**config.mk**
```make
export PLATFORM = sky130hd
export DESIGN_NAME = prog_loader
export DESIGN_NICKNAME = d
export VERILOG_FILES = /design/src/rtl/prog_loader.sv
export SDC_FILE = /design/constraint.sdc
export NUM_CORES = 1
export LEC_CHECK = 0
export ABC_AREA = 1
export BUFFER_PORTS_ARGS = -buffer_cell sky130_fd_sc_hd__clkbuf_2
export CAP_MARGIN = 20
export CORE_MARGIN = 2
export CORE_UTILIZATION = 60
export CTS_BUF_LIST = sky130_fd_sc_hd__clkbuf_8
export DETAILED_ROUTE_END_ITERATION = 8
export PLACE_DENSITY = 0.95
export SLEW_MARGIN = 0
export SYNTH_ARGS = -nofsm -noshare
export SYNTH_HDL_FRONTEND = slang
export SYNTH_SLANG_ARGS = --single-unit
export TNS_END_PERCENT = 100
```
**constraint.sdc**
```tcl
create_clock -name clk -period 3.05 [get_ports clk]
set_input_delay 0 -clock clk [delete_from_list [all_inputs] [get_ports clk]]
set_output_delay 0 -clock clk [all_outputs]
set_load 0.02 [all_outputs]
```
**src/rtl/prog_loader.sv**
```systemverilog
`default_nettype none
// ============================================================================
//  Module   : prog_loader
//  Purpose  : Boot-time program loader. Assembles a UART byte stream
//             (4-byte word count, N little-endian payload words, XOR
//             checksum byte) into 32-bit words, writes them to consecutive
//             text-memory word addresses and releases the core reset only
//             once the whole image has been checksum-verified.
//  Revision : 1.0  initial release
// ============================================================================
module prog_loader #(
    parameter int ADDR_WIDTH = 8
) (
    input  logic                  clk,
    input  logic                  rst,
    input  logic [7:0]            rx_data,
    input  logic                  rx_valid,
    output logic                  mem_we,
    output logic [ADDR_WIDTH-1:0] mem_addr,
    output logic [31:0]           mem_wdata,
    output logic                  core_rst,
    output logic                  busy,
    output logic                  done,
    output logic                  err
);

    // Loader states
    localparam logic [2:0] c_ST_HDR  = 3'd0;
    localparam logic [2:0] c_ST_LOAD = 3'd1;
    localparam logic [2:0] c_ST_CHK  = 3'd2;
    localparam logic [2:0] c_ST_DONE = 3'd3;
    localparam logic [2:0] c_ST_ERR  = 3'd4;

    // Largest legal word count: the full text memory
    localparam logic [32:0] c_CAPACITY = 33'd1 << ADDR_WIDTH;

    logic [2:0]            r_state;
    logic [2:0]            w_state_next;

    logic [1:0]            r_byte_cnt;
    logic [ADDR_WIDTH:0]   r_word_cnt;
    logic [ADDR_WIDTH:0]   r_nwords;
    logic [23:0]           r_shift;
    logic [7:0]            r_csum;

    logic                  r_mem_we;
    logic [ADDR_WIDTH-1:0] r_mem_addr;
    logic [31:0]           r_mem_wdata;
    logic                  r_core_rst;
    logic                  r_busy;
    logic                  r_done;
    logic                  r_err;

    logic [31:0]           w_word;
    logic                  w_last_byte;
    logic [ADDR_WIDTH:0]   w_word_inc;
    logic                  w_collect;

    // The incoming byte lands in the top lane, so after four bytes the
    // first one received sits in [7:0] (little-endian assembly).
    assign w_word      = {rx_data, r_shift};
    assign w_last_byte = (r_byte_cnt == 2'd3);
    assign w_word_inc  = r_word_cnt + {{ADDR_WIDTH{1'b0}}, 1'b1};
    assign w_collect   = rx_valid && ((r_state == c_ST_HDR) || (r_state == c_ST_LOAD));

    // State register
    always_ff @(posedge clk) begin
        if (rst) begin
            r_state <= c_ST_HDR;
        end else begin
            r_state <= w_state_next;
        end
    end

    // Next-state decode; every transition is triggered by a received byte
    always_comb begin
        w_state_next = r_state;
        case (r_state)
            c_ST_HDR: begin
                if (rx_valid && w_last_byte) begin
                    if ({1'b0, w_word} > c_CAPACITY) begin
                        w_state_next = c_ST_ERR;
                    end else if (w_word == 32'd0) begin
                        w_state_next = c_ST_CHK;
                    end else begin
                        w_state_next = c_ST_LOAD;
                    end
                end
            end
            c_ST_LOAD: begin
                if (rx_valid && w_last_byte && (w_word_inc == r_nwords)) begin
                    w_state_next = c_ST_CHK;
                end
            end
            c_ST_CHK: begin
                if (rx_valid) begin
                    if (rx_data == r_csum) begin
                        w_state_next = c_ST_DONE;
                    end else begin
                        w_state_next = c_ST_ERR;
                    end
                end
            end
            c_ST_DONE: w_state_next = c_ST_DONE;
            c_ST_ERR:  w_state_next = c_ST_ERR;
            default:   w_state_next = c_ST_HDR;
        endcase
    end

    // Byte assembly, counters and running checksum
    always_ff @(posedge clk) begin
        if (rst) begin
            r_byte_cnt <= 2'd0;
            r_word_cnt <= '0;
            r_nwords   <= '0;
            r_shift    <= 24'd0;
            r_csum     <= 8'd0;
        end else if (w_collect) begin
            r_shift    <= w_word[31:8];
            r_byte_cnt <= r_byte_cnt + 2'd1;
            if (r_state == c_ST_HDR) begin
                if (w_last_byte) begin
                    // Only meaningful when the count is in range; an
                    // oversized count goes straight to the error state.
                    r_nwords   <= w_word[ADDR_WIDTH:0];
                    r_word_cnt <= '0;
                end
            end else begin
                r_csum <= r_csum ^ rx_data;
                if (w_last_byte) begin
                    r_word_cnt <= w_word_inc;
                end
            end
        end
    end

    // Memory write port: one registered pulse per completed payload word
    always_ff @(posedge clk) begin
        if (rst) begin
            r_mem_we    <= 1'b0;
            r_mem_addr  <= '0;
            r_mem_wdata <= 32'd0;
        end else begin
            r_mem_we <= 1'b0;
            if (w_collect && (r_state == c_ST_LOAD) && w_last_byte) begin
                r_mem_we    <= 1'b1;
                r_mem_addr  <= r_word_cnt[ADDR_WIDTH-1:0];
                r_mem_wdata <= w_word;
            end
        end
    end

    // Status flags and core reset; done/err are sticky until rst
    always_ff @(posedge clk) begin
        if (rst) begin
            r_core_rst <= 1'b1;
            r_busy     <= 1'b0;
            r_done     <= 1'b0;
            r_err      <= 1'b0;
        end else begin
            if (rx_valid && (r_state == c_ST_HDR)) begin
                r_busy <= 1'b1;
            end
            if ((w_state_next == c_ST_DONE) && (r_state != c_ST_DONE)) begin
                r_done     <= 1'b1;
                r_core_rst <= 1'b0;
                r_busy     <= 1'b0;
            end
            if ((w_state_next == c_ST_ERR) && (r_state != c_ST_ERR)) begin
                r_err  <= 1'b1;
                r_busy <= 1'b0;
            end
        end
    end

    assign mem_we    = r_mem_we;
    assign mem_addr  = r_mem_addr;
    assign mem_wdata = r_mem_wdata;
    assign core_rst  = r_core_rst;
    assign busy      = r_busy;
    assign done      = r_done;
    assign err       = r_err;

endmodule
`default_nettype wire

```
==> results.py <==
metrics = {
    "timing": {
        "tns_ns": 0,
        "fin_crit_sh": 0.6517,
        "fmax_ghz": 0.5031,
        "hold_viol_final": 0,
        "skew_ns": 0.007843,
        "setup_viol": 0,
        "fin_ws_ns": 1.062,
        "worst_pin_slew_ns": 0.6246,
        "drv_slew": 0,
        "rsz0062_at_grt": "no",
        "slew_headroom": 0.5836,
        "period_minus_slack_ns": 1.988,
    },
    "placed_design": {
        "dp_slack_ns": 1.086,
        "gp_congestion": 0.8915,
        "place_hpwl_mm": 6.486,
        "port_buffers": 55,
    },
    "clocking": {
        "clk_path_buf_depth": 2,
        "cts_num_sinks": 100,
        "cts_made_buffers": 9,
        "cts_root_buf": "clkbuf_8",
        "htreeDepth": 3,
        "path_clk_slew_ns": 0.09,
        "cts_resized": 0,
        "tritoncts": "built",
        "clk_latency_ns": 0.37,
    },
    "floorplan": {
        "die_width_um": 86.76,
        "fp.dieH_um": 86.76,
        "fp.coreArea_um2": 6719,
        "ioPinCount": 56,
        "rows": 30,
        "die-area_um2": 7526,
        "initial_utilization": 0.6115,
    },
    "synthesis": {
        "yosysSeqAreaShare": 0.4872,
        "synthTopCellsByArea": "dfxtp_1 (49%), nor2_1 (11%), o21ai_0 (10%)",
        "netlist.area_leader.share": 0.4872,
        "synth_area_um2": 4109,
        "syn_nets": 555,
        "synth_seq_cells": 100,
        "syn_area_per_cell_um2": 7.581,
        "yosys_warnings": 0,
        "yosys.area.top_type": "dfxtp_1",
        "synth_cell_type_count": 35,
        "syn_inst": 542,
    },
    "global_routing": {
        "antenna_found_initial": 0,
        "grt_overflow": 0,
        "grt_pass1_wl_mm": 15.04,
        "global_route.usage.total": 0.2534,
        "first_global_vias": 3414,
        "grt_max_degree": 80,
    },
    "layout": {
        "final_util": 0.6903,
        "syn_to_final_growth_pct": 12.88,
        "multiInputGateArea_um2": 1815,
        "nFillCells": 534,
        "layout-drive-gt1-share": 0.1611,
        "seq_area_um2": 2002,
        "nets": 606,
        "antenna_cells": 0,
    },
    "hold_path": {
        "min_path_type": "primary input to flop",
    },
    "route": {
        "vias": 3741,
        "drcViolationCount": 0,
        "drt_wl_total_mm": 9.156,
        "drt_iter0_drc": 227,
        "routedWlPerCell_um": 13.54,
        "ant_nets": 0,
        "drt_pass1_iterations": 5,
        "vias_per_cell": 5.534,
    },
    "critical_path": {
        "endpoint_kind": "flop",
        "critPathMaxFanout": 29,
        "arrival_ns": 2.28,
        "path_class": "flop to flop",
        "start_kind": "flop",
        "cp_data_required_time_ns": 3.34,
    },
    "pwr": {
        "p_per_area_nw_per_um2": 502.5,
        "power_frac_comb": 0.067,
        "p_switching_uw": 571.3,
        "seqPwrFrac": 0.587,
        "sw_frac_of_total": 0.2451,
        "internal_power_mw": 1.760,
        "leakage_nw": 2.076,
        "vdd_drop_max_mv": 0.5025,
        "p_clk_frac": 0.347,
    },
    "outcome": {
        "status": "finished, final reports clean",
    },
    "run": {
        "max-cap-violations": 0,
    },
}
## per-layer routing
layer | vias to the layer above | track usage | part of all wire
li1 | 1881 | - | -
met1 | 1717 | 0.2999 | 0.43
met2 | 116 | 0.4392 | 0.50
met3 | 27 | 0.05619 | 0.047
met4 | 0 | 0.1122 | 0.023
met5 | - | 0 | 0
## final cells by class
cell class	instances	share of cell area
clock inverter	5	0.01187
sequential	100	0.4316
clock buffer	9	0.02671
multi-input combinational	372	0.3914
tap	80	0.02158
inverter	45	0.03696
timing repair buffer	65	0.07985
## power groups by stage
stage / clock network, mW / logic, mW / registers (mW)
floorplan: 0 / 0.109 / 1.39
global placement: 0 / 0.138 / 1.39
detailed placement: 0 / 0.145 / 1.40
CTS: 0.813 / 0.154 / 1.37
global route: 0.863 / 0.175 / 1.37
finish: 0.808 / 0.156 / 1.37
## cells in the mapped netlist (all sizes together)
master	n
ha	2
a211oi	1
inv	45
o21a	1
nand4	5
dfxtp	100
nand3b	1
nand3	24
clkbuf	10
and2	1
or2	1
o32ai	5
xnor2	4
nor2	129
o31ai	3
xor2	4
buf	15
a21boi	1
o21ai	88
a21oi	43
nand2	53
nor3	6
## logic make-up after synthesis
group / after synthesis / share of synthesized area
buffers and inverters: 70 / 0.07278
adders and majority gates: 2 / 0.006089
xor gates and xnor gates: 8 / 0.01705
and+or+nand+nor: 220 / 0.2293
AOI/OAI and AO/OA: 142 / 0.1876
DFF: 100 / 0.4872
## cell usage in the layout (no fill, tap or decap), types with 9 or more instances in the layout
master / n
o21ai_0: 82
inv_1: 36
a21oi_1: 39
clkbuf_8: 9
nand2_1: 52
nand3_1: 23
dfxtp_1: 100
nor2_1: 122
clkbuf_2: 55
## flip-flops by register name, indices dropped and copies added, names as in the netlist
signal	flops
mem_wdata	32
r_shift	24
r_nwords	9
r_word_cnt	9
mem_addr	8
r_csum	8
r_state	3
r_byte_cnt	2
busy	1
core_rst	1
done	1
err	1
mem_we	1
## critical path, stage by stage (launching register included)
cell and delay [ns]:
dfxtp_1 0.36, inv_2 0.09, nand3_2 0.11, nor2_2 0.44, nor2_4 0.21, inv_2 0.38
o21ai_0 0.15, a21oi_1 0.17
## per-stage QoR
step / instances / hold slack, ns / power (mW) / cell area (um^2)
3_3_place_gp: 654 / 0.3194 / 1.531 / 4379
2_1_floorplan: 542 / 0.07914 / 1.498 / 4109
4_1_cts: 676 / 0.05133 / 2.334 / 4638
5_1_grt: 676 / 0.07492 / 2.409 / 4638
3_5_place_dp: 654 / 0.3232 / 1.542 / 4379
6_report: 676 / 0.07031 / 2.331 / 4638
## repair_timing
item                                    CTS  global route
endpoints found under the hold margin    16             0
setup buffers                             0             0
hold buffers                              8             0
endpoints found under the setup margin    0             0
## worst paths after layout
path,start,end,slack [ns],cells after the start
worst max-delay path,r_state[2]$_SDFF_PP0_,r_shift[5]$_SDFFE_PP0P_,1.06,7
worst min-delay path,rst,r_state[1]$_SDFF_PP0_,0.07,2
worst max register to register,r_state[2]$_SDFF_PP0_,r_shift[5]$_SDFFE_PP0P_,1.06,7
worst min register to register,core_rst$_SDFFE_PP1P_,core_rst$_SDFFE_PP1P_,0.45,2
No activity file was read; power rests on OpenSTA's default activity.
